==> config.mk <==
export PLATFORM = sky130hd
export DESIGN_NAME = trig_pulse_gen
export DESIGN_NICKNAME = d
export VERILOG_FILES = /design/src/rtl/trig_pulse_pkg.sv /design/src/rtl/pulse_down_cnt.sv /design/src/rtl/trig_pulse_gen.sv
export SDC_FILE = /design/constraint.sdc
export NUM_CORES = 1
export LEC_CHECK = 0
export ABC_CLOCK_PERIOD_IN_PS = 6600
export CAP_MARGIN = 20
export CORE_MARGIN = 5
export CORE_UTILIZATION = 55
export CTS_CLUSTER_DIAMETER = 40
export DETAILED_ROUTE_END_ITERATION = 8
export GPL_TIMING_DRIVEN = 0
export PLACE_DENSITY_LB_ADDON = 0.05
export SYNTH_ARGS = -nofsm -noshare
export SYNTH_HDL_FRONTEND = slang
export SYNTH_HIERARCHICAL = 1
export SYNTH_SLANG_ARGS = --single-unit
==> constraint.sdc <==
create_clock -name i_clk -period 6.6 [get_ports i_clk]
set_input_delay 1.32 -clock i_clk [delete_from_list [all_inputs] [get_ports i_clk]]
set_output_delay 1.32 -clock i_clk [all_outputs]
set_load 0.05 [all_outputs]
==> src/rtl/trig_pulse_pkg.sv <==
// Shared types and defaults for the trigger pulse generator.
//   state_e        : FSM encoding (idle, delay countdown, gate high)
//   CNT_W_DEFAULT  : default width of the delay/width configuration and down-counter
package trig_pulse_pkg;

  localparam int unsigned CNT_W_DEFAULT = 16;

  typedef enum logic [1:0] {
    StIdle  = 2'd0,
    StDelay = 2'd1,
    StHigh  = 2'd2
  } state_e;

endpackage

==> src/rtl/pulse_down_cnt.sv <==
// Loadable down-counter with zero flag. Decrement saturates at zero so the count never wraps.
// Ports:
//   i_clk      : clock, posedge
//   i_rst_n    : asynchronous active-low reset, clears the count
//   i_load     : load i_load_val (has priority over i_dec)
//   i_load_val : value to load
//   i_dec      : decrement by one when non-zero
//   o_cnt      : current count
//   o_zero     : count equals zero
module pulse_down_cnt
  import trig_pulse_pkg::*;
#(
  parameter int unsigned CNT_W = CNT_W_DEFAULT
) (
  input  logic             i_clk,
  input  logic             i_rst_n,
  input  logic             i_load,
  input  logic [CNT_W-1:0] i_load_val,
  input  logic             i_dec,
  output logic [CNT_W-1:0] o_cnt,
  output logic             o_zero
);

  localparam logic [CNT_W-1:0] CntOne = {{(CNT_W-1){1'b0}}, 1'b1};

  logic [CNT_W-1:0] r_cnt;
  logic [CNT_W-1:0] w_cnt_d;
  logic             w_zero;

  assign w_zero = (r_cnt == '0);

  always_comb begin
    w_cnt_d = r_cnt;
    if (i_load) begin
      w_cnt_d = i_load_val;
    end else if (i_dec && !w_zero) begin
      w_cnt_d = r_cnt - CntOne;
    end
  end

  always_ff @(posedge i_clk or negedge i_rst_n) begin
    if (!i_rst_n) begin
      r_cnt <= '0;
    end else begin
      r_cnt <= w_cnt_d;
    end
  end

  assign o_cnt  = r_cnt;
  assign o_zero = w_zero;

endmodule

==> src/rtl/trig_pulse_gen.sv <==
// Trigger-to-gate pulse generator: after a trigger, waits delay_cfg cycles then drives
// o_pulse_out high for width_cfg cycles, strobes o_done on completion and o_missed for
// triggers ignored while busy. All outputs are registered.
// Build option: TRIG_PULSE_RETRIG_EN -- when defined, a trigger while busy restarts the
// sequence with freshly latched configuration instead of being reported as missed.
// Ports:
//   i_clk       : clock, posedge
//   i_rst_n     : asynchronous active-low reset
//   i_trigger   : one-cycle start strobe
//   i_delay_cfg : cycles from trigger acceptance to first high cycle
//   i_width_cfg : number of high cycles
//   o_pulse_out : gate output
//   o_busy      : sequence in progress (delay or high)
//   o_done      : one-cycle completion strobe
//   o_missed    : one-cycle strobe for a trigger that was not accepted
module trig_pulse_gen
  import trig_pulse_pkg::*;
#(
  parameter int unsigned CNT_W = CNT_W_DEFAULT
) (
  input  logic             i_clk,
  input  logic             i_rst_n,
  input  logic             i_trigger,
  input  logic [CNT_W-1:0] i_delay_cfg,
  input  logic [CNT_W-1:0] i_width_cfg,
  output logic             o_pulse_out,
  output logic             o_busy,
  output logic             o_done,
  output logic             o_missed
);

  localparam logic [CNT_W-1:0] CntOne = {{(CNT_W-1){1'b0}}, 1'b1};

  state_e           r_state;
  state_e           w_state_d;
  logic [CNT_W-1:0] r_width;
  logic [CNT_W-1:0] w_width_d;
  logic             r_pulse;
  logic             r_busy;
  logic             r_done;
  logic             r_missed;
  logic             w_done_d;
  logic             w_missed_d;
  logic             w_accept;
  logic             w_load;
  logic [CNT_W-1:0] w_load_val;
  logic             w_dec;
  logic [CNT_W-1:0] w_cnt;
  logic             w_zero;

`ifdef TRIG_PULSE_RETRIG_EN
  // Any trigger restarts the sequence, whatever state we are in.
  assign w_accept   = i_trigger;
  assign w_missed_d = 1'b0;
`else
  assign w_accept   = i_trigger && (r_state == StIdle);
  assign w_missed_d = i_trigger && (r_state != StIdle);
`endif

  pulse_down_cnt #(
    .CNT_W (CNT_W)
  ) u_cnt (
    .i_clk      (i_clk),
    .i_rst_n    (i_rst_n),
    .i_load     (w_load),
    .i_load_val (w_load_val),
    .i_dec      (w_dec),
    .o_cnt      (w_cnt),
    .o_zero     (w_zero)
  );

  always_comb begin
    w_state_d  = r_state;
    w_width_d  = r_width;
    w_load     = 1'b0;
    w_load_val = '0;
    w_dec      = 1'b0;
    w_done_d   = 1'b0;
    if (w_accept) begin
      // Width is held for the delay->high transition; delay is consumed right here.
      w_width_d = i_width_cfg;
      if (i_delay_cfg != '0) begin
        w_state_d  = StDelay;
        w_load     = 1'b1;
        w_load_val = i_delay_cfg - CntOne;
      end else if (i_width_cfg != '0) begin
        w_state_d  = StHigh;
        w_load     = 1'b1;
        w_load_val = i_width_cfg - CntOne;
      end else begin
        w_state_d = StIdle;
        w_done_d  = 1'b1;
      end
    end else begin
      unique case (r_state)
        StIdle: begin
          w_state_d = StIdle;
        end
        StDelay: begin
          if (w_zero) begin
            if (r_width != '0) begin
              w_state_d  = StHigh;
              w_load     = 1'b1;
              w_load_val = r_width - CntOne;
            end else begin
              w_state_d = StIdle;
              w_done_d  = 1'b1;
            end
          end else begin
            w_dec = 1'b1;
          end
        end
        StHigh: begin
          if (w_zero) begin
            w_state_d = StIdle;
            w_done_d  = 1'b1;
          end else begin
            w_dec = 1'b1;
          end
        end
        default: begin
          w_state_d = StIdle;
        end
      endcase
    end
  end

  always_ff @(posedge i_clk or negedge i_rst_n) begin
    if (!i_rst_n) begin
      r_state  <= StIdle;
      r_width  <= '0;
      r_pulse  <= 1'b0;
      r_busy   <= 1'b0;
      r_done   <= 1'b0;
      r_missed <= 1'b0;
    end else begin
      r_state  <= w_state_d;
      r_width  <= w_width_d;
      r_pulse  <= (w_state_d == StHigh);
      r_busy   <= (w_state_d != StIdle);
      r_done   <= w_done_d;
      r_missed <= w_missed_d;
    end
  end

  assign o_pulse_out = r_pulse;
  assign o_busy      = r_busy;
  assign o_done      = r_done;
  assign o_missed    = r_missed;

endmodule

# Word level (Yosys, flattened, before mapping)
# Index checks and enable logic that the tools add are counted.
[classes]
n_eq_ne = 3
addsub = 4
reduce_logical = 13
n_mux = 31
[ops]
columns = ["op", "n"]
rows = [
  ["16-bit 2-to-1 mux", 8],
  ["16-bit by 1-bit subtractor with 16-bit output (second input constant)", 4],
  ["16-bit nonzero test", 3],
  ["16-bit zero test", 1],
  ["1-bit 2-to-1 mux", 15],
  ["2-bit 2-to-1 mux", 6],
  ["2-bit nonzero test", 3],
  ["2-bit == test (second input constant)", 2],
  ["2-bit one-hot mux with 2 select lines", 1],
  ["1-bit logical AND", 3],
  ["2-bit by 1-bit == test with 1-bit output (second input constant)", 1],
  ["2-bit zero test", 1],
  ["1-bit one-hot mux with 2 select lines", 1],
  ["2-bit OR reduction", 1],
  ["1-bit zero test", 1],
]
[word_totals]
input_bits = 35
regBits = 38
output_inout_bits = 4
wordCells = 58

# Logic depth before layout (Yosys ltp)
# Gate-level depths: netlist of the first run.
[depth]
depth_word = 7
mapped_depth = 13
ltp_nobuf = 12

# By module
# The synthesis of the first run kept the hierarchy.
[modules_own_cells]
columns = ["mod", "area_per_inst_um2", "n_inst", "cells_per_inst", "seq_area_each_um2"]
rows = [
  ["trig_pulse_gen", 2078.2, 1, 240, 550.5],
  ["pulse_down_cnt", 1046.0, 1, 124, 400.4],
]

# Least setup slack after synthesis of the first run
# No wires, ideal clock.
[synth_timing]
path_kind = "input port to flip-flop"
startpoint = "input i_width_cfg[6]"
endpoint = "register u_cnt.r_cnt[12], in the netlist u_cnt/o_cnt[12]"
arrival_ps = 3080
stages = 9
required_time_ps = 6518
path_buffers = 1
setup_ps = 82
setup_slack_ps = 3438
path_cell_list = "or4_4 -> nor2_4 -> nand2_1 -> nor3_1 -> nor2_1 -> inv_1 -> clkbuf_1 -> nor2_1 -> a31oi_1"
[synth_via]
elab_chain_len = 5
word_cells_on_any_way = 10
cone_classes = "1 x add/sub; 7 x mux; 2 x reduce/logical"
[synth_lines]
columns = ["element", "line", "text"]
rows = [
  ["from (decl)", "trig_pulse_gen.sv:25", "input logic [CNT_W-1:0] i_width_cfg,"],
  ["16-bit nonzero test *", "trig_pulse_gen.sv:86", "end else if (i_width_cfg != '0) begin"],
  ["1-bit 2-to-1 mux *", "trig_pulse_gen.sv:86", ""],
  ["1-bit 2-to-1 mux *", "trig_pulse_gen.sv:82", "if (i_delay_cfg != '0) begin"],
  ["1-bit 2-to-1 mux *", "trig_pulse_gen.sv:79", "if (w_accept) begin"],
  ["net w_load", "trig_pulse_gen.sv:45", "logic w_load;"],
  ["16-bit 2-to-1 mux / 2-bit nonzero test (equally long branches)", "-", ""],
  ["to (signal assigned)", "pulse_down_cnt.sv:45", "r_cnt <= w_cnt_d;"],
  ["to (decl)", "pulse_down_cnt.sv:26", "logic [CNT_W-1:0] r_cnt;"],
]
# The timed path passes the listed nets; every way through them passes the cells marked *.
# A chain may end at the register's enable or synchronous reset.

# Final worst setup path of the first run
[layout_timing]
startpoint = "input i_delay_cfg[0]"
endpoint = "register u_cnt.r_cnt[12], in the netlist u_cnt/o_cnt[12]"
[layout_via]
elab_chain_len = 4
word_cells_on_any_way = 8
cone_classes = "1 x add/sub; 5 x mux; 2 x reduce/logical"
[layout_lines]
columns = ["element", "line", "text"]
rows = [
  ["from (decl)", "trig_pulse_gen.sv:24", "input logic [CNT_W-1:0] i_delay_cfg,"],
  ["16-bit nonzero test *", "trig_pulse_gen.sv:82", ""],
  ["1-bit 2-to-1 mux *", "trig_pulse_gen.sv:82", ""],
  ["1-bit 2-to-1 mux *", "trig_pulse_gen.sv:79", ""],
  ["net w_load", "trig_pulse_gen.sv:45", ""],
  ["16-bit 2-to-1 mux / 2-bit nonzero test (equally long branches)", "-", ""],
]
# Marks and branches as above.

==> summary.md, run 1 <==
| Metric | Value |
|---|---|
| Outcome | finished, final reports clean |
| Max-slew violation count | 0 |
| Post-Synthesis Cells | 364 |
| Area growth syn-to-layout | 17.42% |
| Syn Nets | between 400 and 500 |
| Pleak | around 1.4 nW |
| Hold crit path type | flop to flop |
| Internal Power | around 0.00045 W |
| Vias in the first global route | approximately 2800 |
| CP startpoint | i_delay_cfg[0] |
| Area share of the largest cell type after synthesis | 30.44% |
| Worst reg2reg path depth | 12 |
| Clock Latency Late Sink | approximately 0.29 ns |
| Beginning of the worst hold path | r_width[11]$_DFFE_PN0P_ |
| Chip Width | 85.37 um |
| Avg Synthesized Cell Area | about 8.6 um^2 |
| Max Root-Sink Buffers | 2 |
| Fin crit share | between 50% and 60% |
| DR DRC count | 0 |
| Sw frac | a little over a third |
| Measured slew at the worst slew-check pin | between 0.8 and 0.9 ns |
| Reg2reg setup slack | approximately 3.3 ns |
| Hold Crit Depth | 1 |
| Endpoints failing hold | 0 |
| Reg power frac | a little under half |
| Antenna diodes | 0 |
| I/O Pins | 39 |
| HPWL Detailed | 6.398 mm |
| Number of synthesized register bits | 38 |
| Commonest non-fill, non-tap cell in the layout | dfrtp_1 |
| CP Max Fanout | 10 |
| Nets | ~450 |
| Vias/cell | between 6 and 7 |
| Setup bufs post-CTS | 0 |
| Asr flop ratio synth | 100.0% |
| Warnings from Yosys | 6 |
| R2r startpoint | u_cnt/o_cnt[0]$_DFFE_PN0P_ |
| Initial DRC count | about 180 |
| TritonCTS clock tree | built |
| CTS root buffer | clkbuf_8 |
| Switching power | ~0.00025 W |
| RSZ-0062 raised after global routing | no |
| Layout Skew | roughly 0.006 ns |
| Core ar. | ~5500 um^2 |
| Drt pass-1 iters | 5 |
| Starting Density | between 50 and 60% |
| Fmax achieved | around 250 MHz |
| Synth area leaders | dfrtp_1 (30%), mux2_2 (5.8%), xnor2_1 (5.6%) |
| First-pass GRT wire length | about 13 mm |
| EDFF count, synth | 0 |
| Drt total wl | 7.970 mm |
| Setup TNS | 0 ns |
| Final setup fails | 0 |
| CTS buffer count | 5 |
| Synthesized cell area | 3124 um^2 |
| Comb power frac | approximately 33% |
| Max H-tree Level | 2 |
| Chip height | roughly 85 um |
| Worst-path clk slew | approximately 0.070 ns |
| Proportion of layout cells with a drive suffix above 1 | 10.76% |
| Main synth FF type | dfrtp_1 |
| Required time at the worst-slack endpoint | around 7 ns |
| All-Layer GR Usage | 22.67% |
| Power Total | 0.0007040 W |
| Most frequent cells in the layout | dfrtp_1 (38), nor2_1 (37), clkdlybuf4s50_1 (37) |
| Post-layout min period | a little under 4 ns |
| Hold buffers post-CTS | 0 |
| Largest area contributor in the netlist | dfrtp_1 |
| IO buf count | 38 |
| Post-synth cell types | 53 |
| CP Launch Type | input pin |
| Clock sinks | 38 |
| Hold EP | r_width[11]$_DFFE_PN0P_ |
| Largest net degree at the start of global routing | 39 |
| Kind of critical path | input pin to flop |
| Gp weighted congestion | slightly below 0.9 |
| PwrDens | between 150 and 200 nW/um^2 |
| Number of max-cap violations | 0 |
| Routed Antenna Nets | 0 |
| Max VDD drop | roughly 150 uV |
| Max-slew headroom | about 44% |
| Sequential share of the synthesized area | between 30% and 40% |
| Post-CTS sizing | 0 |
| Avg WL per Cell | approximately 17 um |
| Initial antenna violation count | 0 |
| Rows | 27 |
| R2R Path End | u_cnt/o_cnt[12]$_DFFE_PN0P_ |
| Vias | 2950 |
| Clock power share | between 20% and 30% |
| CP Capture Type | flop |
| Area of the die | between 7000 and 8000 um^2 |
| Crit path DAT | approximately 4.2 ns |
| GRT overflow | 0 |
[logic make-up (layout without fill, tap and decap cells)]
kind of cell | Yosys count | count (layout) | synth area share [%]
fa+ha+maj | 8 | 8 | 3.204
flops | 38 | 38 | 30.44
mux | 19 | 19 | 6.768
simple gates | 161 | 161 | 30.68
buf+inv | 27 | 72 | 3.764
xor+xnor | 35 | 35 | 9.812
compound gates | 76 | 76 | 15.34
[worst max-delay path by stage]
stage	cells after the start	endpoint
finish	11	u_cnt/o_cnt[12]$_DFFE_PN0P_
global route	11	u_cnt/o_cnt[12]$_DFFE_PN0P_
CTS	11	u_cnt/o_cnt[12]$_DFFE_PN0P_
detailed placement	11	u_cnt/o_cnt[12]$_DFFE_PN0P_
global placement	11	u_cnt/o_cnt[12]$_DFFE_PN0P_
floorplan	9	u_cnt/o_cnt[12]$_DFFE_PN0P_
[layout make-up]
cell class              instances  area, um^2
plain buffers                  10       53.80
clock buffers                   5       68.82
clock inverters                 2       10.01
fillers                       468        1838
inverters                      17       63.81
multi-input cells             299        2056
flip-flops and latches         38       950.9
well taps                      72       90.09
repair buffers                 38       375.4
[cell usage after synthesis (all sizes together), types with 4 or more instances]
cell	count
nand4b	4
mux2	17
inv	17
clkbuf	7
a31oi	9
nor2b	5
nor4	19
nand3	7
or4	11
nor3b	4
o31ai	5
ha	8
o21ai	28
nand2	35
nor3	15
dfrtp	38
a21oi	8
xnor2	20
nand4	6
nor2	38
xor2	15
a22oi	14
[registers in the layout, indices dropped and copies added (netlist names)]
register and flops:
r_state 2, o_done 1, o_missed 1, u_cnt/o_cnt 16
o_pulse_out 1, o_busy 1, r_width 16
[worst max-delay path, stage by stage]
cell and delay, ns:
clkdlybuf4s50_1 0.46, inv_1 0.12, ha_1 0.18, nor3b_2 0.48, nand4_1 0.26, nor3_1 0.28
nor2_1 0.17, inv_1 0.20, clkbuf_1 0.41, nor2_1 0.13, a31oi_1 0.16
[routing by layer]
| layer | up-vias | global-route usage, % | wire [um] |
|---|---|---|---|
| met1 | 1397 | 29.18 | 3459 |
| met3 | 12 | 4.854 | 455 |
| met2 | 96 | 38.21 | 3912 |
| met4 | 0 | 6.475 | 142 |
| met5 | - | 0 | 0 |
| li1 | 1445 | - | - |
[power by group through the flow]
stage / logic, W / registers [W] / clock network (W)
after floorplan: 0.000155 / 0.000316 / 0
after global placement: 0.000227 / 0.000321 / 0
after detailed placement: 0.000231 / 0.000324 / 0
after CTS: 0.000232 / 0.000320 / 0.000153
after global routing: 0.000260 / 0.000327 / 0.000166
final: 0.000234 / 0.000322 / 0.000148
[metrics by stage]
stage                     util, %  setup WS, ns  hold WS [ns]  cells  cell area, um^2
after floorplan                 -         3.438        0.5105    364             3124
after global routing        66.62         2.339        0.6267    481             3669
after global placement      65.28         2.367        0.5636    474             3595
after detailed placement    65.19         2.358        0.5661    474             3590
final                       66.62         2.649        0.5864    481             3669
after CTS                   66.62         2.670        0.5864    481             3669
Power figures use the tool's default switching activity.
==> run 2, diff against run 1 <==
--- a/config.mk
+++ b/config.mk
@@ -5,10 +5,10 @@
 export SDC_FILE = /design/constraint.sdc
 export NUM_CORES = 1
 export LEC_CHECK = 0
-export ABC_CLOCK_PERIOD_IN_PS = 6600
+export ABC_CLOCK_PERIOD_IN_PS = 3400
 export CAP_MARGIN = 20
 export CORE_MARGIN = 5
-export CORE_UTILIZATION = 55
+export CORE_UTILIZATION = 51
 export CTS_CLUSTER_DIAMETER = 40
 export DETAILED_ROUTE_END_ITERATION = 8
 export GPL_TIMING_DRIVEN = 0
==> constraint.sdc (replaced) <==
create_clock -name i_clk -period 3.4 [get_ports i_clk]
set_input_delay 0.68 -clock i_clk [delete_from_list [all_inputs] [get_ports i_clk]]
set_output_delay 0.68 -clock i_clk [all_outputs]
set_load 0.05 [all_outputs]
==> run 2 against run 1 <==
  * Wire length grew 1.8%
  * Hold slack lost 0.098 ns
  * Cell count increased by 0.83%
  * Clock power increased by 120%
  * Die area up 6.9%
  * Global-route usage fell by 0.38 points
  * Via count is 0.92% lower
  * Combinational power rose by 94%
  * First-iteration DRC count down 9.0%
  * Non-clock buffer count is the same
  * Highest routed layer unchanged
==> summary.md, run 2 (synthesis gave the netlist of run 1 again) <==
| Metric | Value |
|---|---|
| Rows | 28 |
| Worst reg2reg path depth | 13 |
| CP Capture Type | flop |
| Worst-path clk slew | roughly 0.070 ns |
| Vias/cell | 6.027 |
| Post-layout min period | slightly above 3 ns |
| Setup TNS | 0 ns |
| PwrDens | between 300 and 400 nW/um^2 |
| Stages on the worst setup path | 11 |
| Drt pass-1 iters | 5 |
| TritonCTS clock tree | built |
| Metal-1 WL | ~3.6 mm |
| Most frequent CP cell | inv_1 |
| CP max stage cell | clkdlybuf4s50_1 |
| Switching power | about 0.0005 W |
| Vias | just under 3000 |
| Nets | around 450 |
| Hold buffers post-CTS | 0 |
| Drt total wl | between 8 and 9 mm |
| Vias in the first global route | around 2800 |
| Max Root-Sink Buffers | 2 |
| Clock sinks | 38 |
| Cells after DPL | between 400 and 500 |
| CTS root buffer | clkbuf_8 |
| Sw frac | 35.62% |
| Chip height | 88.27 um |
| Max H-tree Level | 2 |
| Initial antenna violation count | 0 |
| Proportion of layout cells with a drive suffix above 1 | 11.46% |
| Area of the die | between 7000 and 8000 um^2 |
| Fin area | between 3000 and 4000 um^2 |
| Layout Skew | about 0.0054 ns |
| Largest net degree at the start of global routing | 39 |
| Internal Power | 0.0009018 W |
| Met3 WL | ~370 um |
| Non-Filler Instances | between 400 and 500 |
| CTS buffer count | 5 |
| All-Layer GR Usage | ~22% |
| Commonest non-fill, non-tap cell in the layout | dfrtp_1 |
| HPWL Detailed | approximately 6.5 mm |
| Crit path DAT | 3.30 ns |
| Required time at the worst-slack endpoint | between 3 and 4 ns |
| Crit path cell chain | clkdlybuf4s50_1 > inv_1 > ha_1 > nor3b_4 > nand4_1 > nor3_1 > nor2_2 > inv_1 > clkbuf_2 > nor2_1 > a31oi_1 |
| Kind of critical path | input pin to flop |
| DR DRC count | 0 |
| Fmax achieved | about 320 MHz |
| CP Max Fanout | 10 |
| Max VDD drop | between 200 and 250 uV |
| Gp weighted congestion | slightly below 0.9 |
| Final setup fails | 0 |
| First-pass GRT wire length | 13.63 mm |
| Clock Latency Late Sink | 0.29 ns |
| CP Launch Type | input pin |
| Max-slew violation count | 0 |
| IO buf count | 38 |
| WL met2 | 3.943 mm |
| Setup bufs post-CTS | 0 |
| I/O Pins | 39 |
| Initial DRC count | 162 |
| RSZ-0062 raised after global routing | no |
| Reg power frac | 44.3% |
| Dpl cell area | ~3600 um^2 |
| Measured slew at the worst slew-check pin | 0.8535 ns |
| Final Hold Slack | 0.4879 ns |
| Most frequent cells in the layout | dfrtp_1 (38), clkdlybuf4s50_1 (37), nor2_1 (36) |
| Core ar. | slightly below 6000 um^2 |
| GRT overflow | 0 |
| Max-slew headroom | between 40 and 50% |
| Avg WL per Cell | ~17 um |
| Number of max-cap violations | 0 |
| Starting Density | 52.46% |
| Pleak | around 1.4 nW |
| Outcome | finished, final reports clean |
| Area growth syn-to-layout | 18.50% |
| Chip Width | about 88 um |
| Hold crit path type | input pin to asynchronous set/reset pin |
| Worst path bufs/invs | 4 |
| Antenna diodes | 0 |
| Slowest cell delay on critical path | about 0.46 ns |
| Clock power share | 23.2% |
| Endpoints failing hold | 0 |
| DR top layer | met4 |
| Critical path's top delay family | simple AND/OR/NAND/NOR gates |
| Post-CTS sizing | 0 |
| Fin crit share | between 90% and 100% |
| Comb power frac | 32.5% |
| Routed Antenna Nets | 0 |
==> run 2: cell types whose count changed in the layout (fill, tap and decap cells not counted), sizes merged <==
cell and delta:
clkbuf +2, clkinv -1
==> run 2: path summary, 6_finish.rpt <==
kind / start / slack [ns] / endpoint
max in group asynchronous: i_rst_n / 2.36 / r_width[14]$_DFFE_PN0P_
min in group i_clk: r_state[0]$_DFF_PN0_ / 0.58 / r_state[0]$_DFF_PN0_
setup / recovery: i_delay_cfg[0] / 0.31 / u_cnt/o_cnt[12]$_DFFE_PN0P_
hold reg to reg: r_state[0]$_DFF_PN0_ / 0.58 / r_state[0]$_DFF_PN0_
hold / removal: i_rst_n / 0.49 / o_missed$_DFF_PN0_
setup reg to reg: u_cnt/o_cnt[0]$_DFFE_PN0P_ / 0.33 / u_cnt/o_cnt[12]$_DFFE_PN0P_
==> run 2: metrics by stage <==
step	total power [W]	util (%)	setup slack (ns)
after floorplan	0.0009133	-	0.8283
after global placement	0.001066	60.42	-0.2095
after CTS	0.001406	61.87	0.005168
after global routing	0.001498	62.16	0.01892
final	0.001401	62.16	0.3096
after detailed placement	0.001078	60.34	-0.2668
==> run 2: cell type report <==
type                       count  area, um^2
buffer                        10       56.30
clock buffer                   7       86.33
clock inverter                 1       5.005
fill                         551        2253
inverter                      17       63.81
multi-input combinational    299        2071
sequential                    38       950.9
tap                           75       93.84
timing repair buffer          38       375.4
==> run 2: routing by layer <==
metal / global-route usage, % / vias up
met1: 29.85 / 1386
met2: 37.53 / 81
met5: 0 / -
li1: - / 1442
met4: 6.456 / 0
met3: 3.166 / 14
==> run 2: power by group through the flow <==
stage / logic [W] / registers, W / clock network, W
after floorplan: 0.000301 / 0.000613 / 0
after global placement: 0.000442 / 0.000623 / 0
after detailed placement: 0.000450 / 0.000628 / 0
after CTS: 0.000452 / 0.000619 / 0.000335
after global routing: 0.000505 / 0.000634 / 0.000358
final: 0.000455 / 0.000621 / 0.000324
